`config.mk`:
```
export PLATFORM = sky130hd
export DESIGN_NAME = uart_tx_fsm
export DESIGN_NICKNAME = d
export VERILOG_FILES = /design/src/rtl/uart_pkg.sv /design/src/rtl/uart_tx_parity_calc.sv /design/src/rtl/uart_tx_fsm.sv
export SDC_FILE = /design/constraint.sdc
export NUM_CORES = 1
export LEC_CHECK = 0
export ABC_CLOCK_PERIOD_IN_PS = 3900
export BUFFER_PORTS_ARGS = -buffer_cell sky130_fd_sc_hd__buf_2
export CAP_MARGIN = 40
export CORE_ASPECT_RATIO = 0.7
export CORE_MARGIN = 2
export CORE_UTILIZATION = 51
export DETAILED_ROUTE_END_ITERATION = 7
export PLACE_DENSITY = 0.72
export SYNTH_ARGS = -nofsm -noshare
export SYNTH_HDL_FRONTEND = slang
export SYNTH_SLANG_ARGS = --single-unit
```
`constraint.sdc`:
```
create_clock -name CLK -period 3.9 [get_ports CLK]
set_input_delay 0.585 -clock CLK [delete_from_list [all_inputs] [get_ports CLK]]
set_output_delay 0.585 -clock CLK [all_outputs]
set_load 0.1 [all_outputs]
```
`src/rtl/uart_pkg.sv`:
```
// Shared UART definitions: FSM state encoding, parity selectors and frame length.
// Honours UART_TX_TWO_STOP_EN (two stop bits per frame when defined).
package uart_pkg;

    typedef enum logic [2:0] {
        IDLE   = 3'd0,
        START  = 3'd1,
        DATA   = 3'd2,
        PARITY = 3'd3,
        STOP   = 3'd4
    } uart_state_e;

    localparam logic PAR_EVEN = 1'b0;
    localparam logic PAR_ODD  = 1'b1;

`ifdef UART_TX_TWO_STOP_EN
    localparam int unsigned STOP_BITS = 32'd2;
`else
    localparam int unsigned STOP_BITS = 32'd1;
`endif

    // Clock cycles per frame, first start-bit cycle to end of the last stop bit.
    function automatic int unsigned frame_cycles(input logic par_en, input int unsigned p);
        int unsigned pp;
        pp = (p == 32'd0) ? 32'd1 : p;
        return (32'd9 + STOP_BITS + (par_en ? 32'd1 : 32'd0)) * pp;
    endfunction

endpackage

```
`src/rtl/uart_tx_parity_calc.sv`:
```
// Combinational parity over the captured transmit byte; PAR_TYP selects even or odd.
module uart_tx_parity_calc
    import uart_pkg::*;
#(
    parameter int DATA_WIDTH = 8
) (
    input  logic [DATA_WIDTH-1:0] data,
    input  logic                  par_typ,
    output logic                  par_bit
);

    function automatic logic calc_parity(input logic [DATA_WIDTH-1:0] d, input logic typ);
        return (typ == PAR_ODD) ? ~^d : ^d;
    endfunction

    assign par_bit = calc_parity(data, par_typ);

endmodule

```
`src/rtl/uart_tx_fsm.sv`:
```
// UART transmitter: start, DATA_WIDTH bits LSB first, optional parity, stop.
// Define UART_TX_TWO_STOP_EN to send two stop bits.
module uart_tx_fsm
    import uart_pkg::*;
#(
    parameter int DATA_WIDTH     = 8,
    parameter int PRESCALE_WIDTH = 5
) (
    input  logic                      CLK,
    input  logic                      RST,
    input  logic [DATA_WIDTH-1:0]     P_DATA,
    input  logic                      Data_Valid,
    input  logic                      PAR_EN,
    input  logic                      PAR_TYP,
    input  logic [PRESCALE_WIDTH-1:0] prescale,
    output logic                      TX_OUT,
    output logic                      busy
);

    localparam int CNT_W = (DATA_WIDTH > 1) ? $clog2(DATA_WIDTH) : 1;
    localparam logic [CNT_W-1:0]          LAST_BIT  = CNT_W'(DATA_WIDTH - 1);
    localparam logic [CNT_W-1:0]          CNT_ONE   = CNT_W'(1);
    localparam logic [PRESCALE_WIDTH-1:0] PRESC_ONE = PRESCALE_WIDTH'(1);

    uart_state_e               state_r;
    logic [DATA_WIDTH-1:0]     data_r;
    logic                      par_en_r;
    logic                      par_typ_r;
    logic [PRESCALE_WIDTH-1:0] presc_r;
    logic [PRESCALE_WIDTH-1:0] edge_cnt_r;
    logic [CNT_W-1:0]          bit_cnt_r;
    logic [CNT_W-1:0]          next_bit_s;
    logic                      par_bit_s;
    logic                      bit_end_s;
`ifdef UART_TX_TWO_STOP_EN
    logic                      stop_half_r;
`endif

    uart_tx_parity_calc #(
        .DATA_WIDTH(DATA_WIDTH)
    ) u_parity (
        .data    (data_r),
        .par_typ (par_typ_r),
        .par_bit (par_bit_s)
    );

    // presc_r is never 0 outside IDLE, so P-1 cannot wrap while a bit is timed.
    assign bit_end_s  = (edge_cnt_r == (presc_r - PRESC_ONE));
    assign next_bit_s = bit_cnt_r + CNT_ONE;

    // Frame sequencer: captures the request, times each bit and drives the line.
    always_ff @(posedge CLK or negedge RST) begin
        if (!RST) begin
            state_r     <= IDLE;
            TX_OUT      <= 1'b1;
            busy        <= 1'b0;
            data_r      <= '0;
            par_en_r    <= 1'b0;
            par_typ_r   <= 1'b0;
            presc_r     <= '0;
            edge_cnt_r  <= '0;
            bit_cnt_r   <= '0;
`ifdef UART_TX_TWO_STOP_EN
            stop_half_r <= 1'b0;
`endif
        end else begin
            case (state_r)
                IDLE: begin
                    TX_OUT <= 1'b1;
                    busy   <= 1'b0;
                    if (Data_Valid) begin
                        data_r     <= P_DATA;
                        par_en_r   <= PAR_EN;
                        par_typ_r  <= PAR_TYP;
                        presc_r    <= (prescale == '0) ? PRESC_ONE : prescale;
                        edge_cnt_r <= '0;
                        TX_OUT     <= 1'b0;
                        busy       <= 1'b1;
                        state_r    <= START;
                    end
                end
                START: begin
                    if (bit_end_s) begin
                        edge_cnt_r <= '0;
                        bit_cnt_r  <= '0;
                        TX_OUT     <= data_r[0];
                        state_r    <= DATA;
                    end else begin
                        edge_cnt_r <= edge_cnt_r + PRESC_ONE;
                    end
                end
                DATA: begin
                    if (bit_end_s) begin
                        edge_cnt_r <= '0;
                        if (bit_cnt_r == LAST_BIT) begin
                            if (par_en_r) begin
                                TX_OUT  <= par_bit_s;
                                state_r <= PARITY;
                            end else begin
                                TX_OUT  <= 1'b1;
                                state_r <= STOP;
                            end
                        end else begin
                            bit_cnt_r <= next_bit_s;
                            TX_OUT    <= data_r[next_bit_s];
                        end
                    end else begin
                        edge_cnt_r <= edge_cnt_r + PRESC_ONE;
                    end
                end
                PARITY: begin
                    if (bit_end_s) begin
                        edge_cnt_r <= '0;
                        TX_OUT     <= 1'b1;
                        state_r    <= STOP;
                    end else begin
                        edge_cnt_r <= edge_cnt_r + PRESC_ONE;
                    end
                end
                STOP: begin
                    TX_OUT <= 1'b1;
                    if (bit_end_s) begin
                        edge_cnt_r <= '0;
`ifdef UART_TX_TWO_STOP_EN
                        if (!stop_half_r) begin
                            stop_half_r <= 1'b1;
                        end else begin
                            stop_half_r <= 1'b0;
                            busy        <= 1'b0;
                            state_r     <= IDLE;
                        end
`else
                        busy    <= 1'b0;
                        state_r <= IDLE;
`endif
                    end else begin
                        edge_cnt_r <= edge_cnt_r + PRESC_ONE;
                    end
                end
                default: begin
                    state_r <= IDLE;
                    TX_OUT  <= 1'b1;
                    busy    <= 1'b0;
                end
            endcase
        end
    end

endmodule

```
==> results of run 1 <==
## synth_stat cells (all sizes together) (2+ instances only)
cell,n
a32o,2
a31oi,2
nand3,3
nor2,13
ha,4
mux2,13
and2,2
clkbuf,4
nor2b,2
inv,7
a21oi,5
dfrtp,27
nor3,4
or3,3
xor2,4
mux2i,6
xnor2,9
nand2,13
o21ai,10
nor3b,2
## cells by family after synthesis
logic type               count (synthesis)
flip-flops                              28
adder cells (fa/ha/maj)                  4
multiplexers                            20
XOR/XNOR                                14
AND/OR/NAND/NOR                         47
buffers and inverters                   12
AO/OA/AOI/OAI                           26
## registers in the layout (all words and copies together) (netlist names)
name,flops
par_en_r,1
TX_OUT,1
data_r,8
edge_cnt_r,5
presc_r,5
par_typ_r,1
state_r,3
bit_cnt_r,3
busy,1
## power by group
part / internal, W / switching [W]
Sequential: 0.000418 / 0.000147
Clock: 0.0000904 / 0.0000871
Combinational: 0.000364 / 0.000355
## through the flow
step | instance area (µm²) | std cells | hold WS (ns) | setup WS [ns]
CTS | 1750 | 205 | 0.335 | 1.48
global placement | 1700 | 201 | 0.515 | 1.64
finish | 1750 | 205 | 0.322 | 1.50
floorplan | 1580 | 151 | 0.289 | 1.91
global route | 1750 | 205 | 0.352 | 1.34
detailed placement | 1700 | 201 | 0.523 | 1.49
## per-layer routing
metal  vias up  wire (µm)  track usage, %
met2        24       1340            28.1
met1       547       1550            27.3
met3         3        132            5.02
li1        572          -               -
met4         0         10            3.53
met5         -          0               0
## worst min-delay path by stage
stage | start | end | slack [ns]
after floorplan | RST | bit_cnt_r[0]$_DFFE_PN0P_ | 0.29
after global placement | par_typ_r$_DFFE_PN0P_ | par_typ_r$_DFFE_PN0P_ | 0.51
after detailed placement | bit_cnt_r[1]$_DFFE_PN0P_ | bit_cnt_r[1]$_DFFE_PN0P_ | 0.52
after CTS | RST | edge_cnt_r[1]$_DFFE_PN0P_ | 0.34
after global routing | RST | presc_r[4]$_DFFE_PN0P_ | 0.35
final | RST | presc_r[4]$_DFFE_PN0P_ | 0.32
## worst max-delay path, stage by stage, from the launching register on
cell,delay [ns]
dfrtp_1,0.41
inv_1,0.09
ha_1,0.17
nor3b_1,0.27
xnor2_1,0.18
o2111ai_2,0.35
or3_4,0.52
mux2_4,0.30
## cell usage in the layout, fill, tap and decap left out, types with 2 or more instances in the layout
master / synthesis / final
dfrtp_1: 27 / 27
buf_2: 1 / 19
nand2_1: 13 / 13
nor2_1: 12 / 12
mux2_2: 12 / 12
o21ai_0: 10 / 10
xnor2_1: 9 / 9
inv_1: 7 / 7
mux2i_1: 6 / 6
a21oi_1: 5 / 5
xor2_1: 4 / 4
nor3_1: 4 / 4
ha_1: 4 / 4
clkbuf_8: 0 / 4
nand3_1: 3 / 3
or3_1: 2 / 2
nor2b_1: 2 / 2
and2_1: 2 / 2
nor3b_1: 2 / 2
a32o_1: 2 / 2
a31oi_1: 2 / 2
## final cells by class
cell class                 count  area, µm²  area share [%]
multi-input combinational    111        830            47.3
sequential                    28        702            40.0
timing repair buffer          19       95.1            5.42
clock buffer                   4       55.1            3.14
tap                           36       45.0            2.57
inverter                       7       26.3            1.50
==> impl_metrics.py, run 1 <==
metrics = {
    "timing": {
        "min_period_over_period_pct": 61.6,
        "tightest_slew_ns": 0.631,
        "layout_min_cycle_time_ns": 2.40,
        "fin_skew_ns": 0.00593,
        "final-hold-violation-count": 0,
        "drv_slew": 0,
        "clock.fmax_mhz": 416,
        "final-setup-viol-count": 0,
        "tns_ns": 0,
        "max-slew-margin-rel_pct": 57.9,
        "rsz0062_at_grt": "no",
    },
    "global_route": {
        "grt_max_degree": 29,
        "antenna_found_initial": 0,
        "grt_pass1_wl_mm": 5.09,
        "grtUsageTotal_pct": 18.7,
        "grt_pass1_vias": 1054,
        "overflow": 0,
    },
    "drt": {
        "firstDrtPassIters": 4,
        "wirelength_mm": 3.03,
        "via_count": 1146,
        "drtAntennaViolNets": 0,
        "via_per_inst": 5.59,
        "route.detailed.drc": 0,
        "wl_per_cell_um": 14.8,
        "drt_iter0_drc": 84,
    },
    "layout": {
        "drive_gt1_share_pct": 24.9,
        "area_growth_pct": 11.1,
        "final_net_count": 192,
        "antennaDiodeCount": 0,
        "n_fill_cell": 240,
        "fin_util_pct": 61.2,
    },
    "setup_path": {
        "path_class": "flip-flop to flip-flop",
        "crit_path_max_fanout": 14,
        "arrival_ns": 2.57,
        "r2r_end": "bit_cnt_r[0]$_DFFE_PN0P_",
        "endpoint": "bit_cnt_r[0]$_DFFE_PN0P_",
        "cp_data_required_time_ns": 4.07,
        "rr_worst_depth": 7,
        "critPathLaunch": "presc_r[0]$_DFFE_PN0P_",
        "crit_path_end_kind": "flip-flop",
        "r2r-start": "presc_r[0]$_DFFE_PN0P_",
        "regToRegSetupSlack_ns": 1.50,
        "startpoint_type": "flip-flop",
    },
    "synth": {
        "avgSynthCellArea_um2": 10.4,
        "ys_warn_count": 0,
        "synth_adder_area_share_pct": 3.17,
        "yosys-top-cells-area": "dfrtp_1 (43%), mux2_2 (8.6%), xnor2_1 (5.0%)",
        "synthXorXnorAreaFrac_pct": 8.64,
        "muxShareOfSynthArea_pct": 14.8,
        "synth_simple_gate_area_share_pct": 15.1,
        "synth_seq_area_share_pct": 44.5,
        "syn_area_um2": 1580,
        "synth_edf_count": 0,
        "ys_async_sr_fraction_pct": 100,
        "synth_top_family_by_area": "simple AND/OR/NAND/NOR gates",
        "synthDistinctLibCells": 39,
        "synth_compound_area_share_pct": 10.9,
        "netlist_instances": 151,
        "synth_nets": 173,
        "ys_seq_elements": 28,
        "synth_ff_type": "dfrtp_1",
        "synth_top_area_share_pct": 42.8,
        "synth_top_cell_by_area": "dfrtp_1",
    },
    "clock_tree": {
        "hold_buffers": 0,
        "cts_buffer_depth": 2,
        "clk_latency_ns": 0.27,
        "clock_sinks": 28,
        "postCtsSetupRepairBufs": 0,
        "cts_made_buffers": 3,
        "postCtsResizedCells": 0,
        "clk_pin_slew_worst_paths_ns": 0.09,
        "htreeDepth": 1,
        "tritoncts": "yes",
        "clockRootBuffer": "clkbuf_8",
    },
    "power": {
        "finalPower_w": 0.00146,
        "irDropWorstVdd_uv": 348,
        "leakagePower_nw": 0.806,
        "power_density_nw_per_um2": 834,
    },
    "die": {
        "initial_core_util_pct": 55.1,
        "io_pins": 20,
        "num_rows": 16,
        "core_um2": 2860,
        "dieHeight_um": 50.5,
        "die_x_um": 70.5,
        "die-area_um2": 3560,
    },
    "outcome": {
        "status": "completed",
    },
    "placement": {
        "gp_congestion": 0.826,
        "dp_hpwl_mm": 2.31,
        "io_buffers": 19,
    },
    "worst_hold_path": {
        "holdCritPathClass": "primary input to asynchronous set/reset pin",
    },
    "run": {
        "maxCapViolations": 0,
    },
}
(Power assumes the default switching activity.)
==> run 2, diff against run 1 <==
Settings changed: ABC_CLOCK_PERIOD_IN_PS 3900 to 1950, PLACE_DENSITY 0.72 to 0.74.
Clock period 3.9 ns to 1.95 ns, I/O delays scaled along.
==> run 2 against run 1 <==
Effect of this change: setup slack lost 1.4 ns; sequential share of layout area shrank 2.2 points; combinational power grew 120%; via count grew 4.9%; critical endpoint unchanged; largest cell class unchanged; largest power group unchanged.
==> impl_metrics.py, run 2 (synthesis results as in run 1) <==
metrics = {
    "die": {
        "initial_core_util_pct": 55.1,
        "die-area_um2": 3560,
        "core_um2": 2860,
        "num_rows": 16,
        "io_pins": 20,
        "dieHeight_um": 50.5,
        "die_x_um": 70.5,
    },
    "setup_path": {
        "slowest_delay_ns": 0.40,
        "r2r_end": "bit_cnt_r[0]$_DFFE_PN0P_",
        "r2r-start": "presc_r[1]$_DFFE_PN0P_",
        "crit_path_end_kind": "flip-flop",
        "arrival_ns": 2.05,
        "crit_path_max_fanout": 2,
        "critPathLaunch": "presc_r[1]$_DFFE_PN0P_",
        "endpoint": "bit_cnt_r[0]$_DFFE_PN0P_",
        "cp_slowest_cell": "dfrtp_1",
        "cp_data_required_time_ns": 2.12,
        "startpoint_type": "flip-flop",
        "rr_worst_depth": 7,
        "path_class": "flip-flop to flip-flop",
        "regToRegSetupSlack_ns": 0.07,
        "crit_chain": "inv_2 -> ha_4 -> nor3b_4 -> xnor2_1 -> o2111ai_2 -> or3_4 -> mux2_4",
    },
    "drt": {
        "firstDrtPassIters": 4,
        "route.detailed.drc": 0,
        "wl_per_cell_um": 14.4,
        "via_count": 1202,
        "via_per_inst": 5.64,
        "drt_iter0_drc": 126,
        "wirelength_mm": 3.07,
        "drtAntennaViolNets": 0,
    },
    "clock_tree": {
        "clockRootBuffer": "clkbuf_8",
        "tritoncts": "yes",
        "clock_sinks": 28,
        "cts_made_buffers": 3,
        "clk_latency_ns": 0.28,
        "clk_pin_slew_worst_paths_ns": 0.10,
        "cts_buffer_depth": 2,
        "htreeDepth": 1,
        "hold_buffers": 0,
    },
    "outcome": {
        "status": "completed",
    },
    "power": {
        "power_switching_w": 0.00122,
        "power_frac_comb_pct": 50.5,
        "p_sw_share_pct": 38.5,
        "pwr-share-seq_pct": 35.0,
        "irDropWorstVdd_uv": 887,
        "leakagePower_nw": 0.854,
        "power_density_nw_per_um2": 1700,
        "clkPwrFrac_pct": 14.5,
        "finalPower_w": 0.00316,
        "p_int_w": 0.00194,
    },
    "timing": {
        "final-setup-viol-count": 0,
        "fin_skew_ns": 0.00737,
        "clock.fmax_mhz": 532,
        "worst_slack_ns": 0.0713,
        "final-hold-violation-count": 0,
        "max-slew-margin-rel_pct": 58.8,
        "layout_min_cycle_time_ns": 1.88,
        "whs_ns": 0.0122,
        "min_period_over_period_pct": 96.3,
        "tns_ns": 0,
        "drv_slew": 0,
        "tightest_slew_ns": 0.619,
    },
    "global_route": {
        "grt_max_degree": 29,
        "antenna_found_initial": 0,
        "grt_pass1_vias": 1167,
        "grt_pass1_wl_mm": 5.51,
        "grtUsageTotal_pct": 20.1,
        "overflow": 0,
    },
    "worst_hold_path": {
        "holdCritPathClass": "primary input to asynchronous set/reset pin",
    },
    "placement": {
        "gp_congestion": 0.902,
        "io_buffers": 19,
        "dp_hpwl_mm": 2.32,
        "pre_cts_slack_ns": -0.0521,
    },
    "layout": {
        "drive_gt1_share_pct": 30.5,
        "final_common_cell": "dfrtp_1",
        "largest_reg_flops": 8,
        "fin_util_pct": 64.7,
        "final_net_count": 200,
        "final_cell_mix": "dfrtp_1 (27), buf_2 (19), nand2_1 (13)",
        "reg_top3": "data_r x8, edge_cnt_r x5, presc_r x5",
        "area_growth_pct": 17.4,
        "antennaDiodeCount": 0,
        "n_fill_cell": 228,
        "largest-register": "data_r",
    },
    "run": {
        "maxCapViolations": 0,
    },
}
==> run 2: per-stage QoR <==
step                std cells  instance area [µm²]
finish                    213                 1850
global route              213                 1850
CTS                       212                 1850
detailed placement        207                 1750
global placement          207                 1750
floorplan                 151                 1580
==> run 2: layer usage <==
layer | routed length, µm | track usage (%) | up-vias | part of all wire (%)
met5 | 0 | 0 | - | 0
met3 | 131 | 5.02 | 4 | 4.3
met2 | 1330 | 29.7 | 25 | 43
met4 | 21 | 3.85 | 0 | 0.68
li1 | - | - | 583 | -
met1 | 1590 | 30.0 | 590 | 52
==> run 2: how the worst min path moves through the flow <==
stage	startpoint	to	slack [ns]	cells past startpoint
2_1_floorplan	RST	bit_cnt_r[0]$_DFFE_PN0P_	-0.003	0
3_3_place_gp	RST	presc_r[0]$_DFFE_PN0P_	0.33	1
3_5_place_dp	RST	edge_cnt_r[0]$_DFFE_PN0P_	0.35	1
4_1_cts	RST	edge_cnt_r[3]$_DFFE_PN0P_	0.04	1
5_1_grt	RST	edge_cnt_r[3]$_DFFE_PN0P_	0.06	1
6_report	RST	edge_cnt_r[3]$_DFFE_PN0P_	0.01	1
==> run 2: what timing repair did <==
| item | in CTS | in global routing |
|---|---|---|
| endpoints found under the setup margin | 1 | 3 |
| setup buffers | 1 | 1 |
| pin swaps | 5 | 2 |
| resized for setup | 5 | 0 |
==> run 2: final cells by class <==
class | count | area, µm² | area share [%]
clock buffer | 3 | 41.3 | 2.23
clock inverter | 1 | 30.0 | 1.62
inverter | 7 | 26.3 | 1.42
multi-input combinational | 111 | 853 | 46.0
sequential | 28 | 702 | 37.9
tap | 36 | 45.0 | 2.43
timing repair buffer | 27 | 155 | 8.37
==> run 2: power groups by stage <==
stage / combinational, W / clock, W / sequential [W]
final: 0.00160 / 0.000458 / 0.00110
after global routing: 0.00175 / 0.000494 / 0.00114
after CTS: 0.00159 / 0.000472 / 0.00110
after detailed placement: 0.00154 / 0 / 0.00110
after global placement: 0.00149 / 0 / 0.00108
after floorplan: 0.00112 / 0 / 0.00118
==> run 2: worst max-delay path: cells and delay by family, from the launching register on <==
kind	cells	cell delay, ns
AO/OA/AOI/OAI	1	0.15
AND/OR/NAND/NOR	2	0.55
buffers and inverters	1	0.09
XOR/XNOR	1	0.16
multiplexers	1	0.30
adder cells (fa/ha/maj)	1	0.13
flip-flops	1	0.40
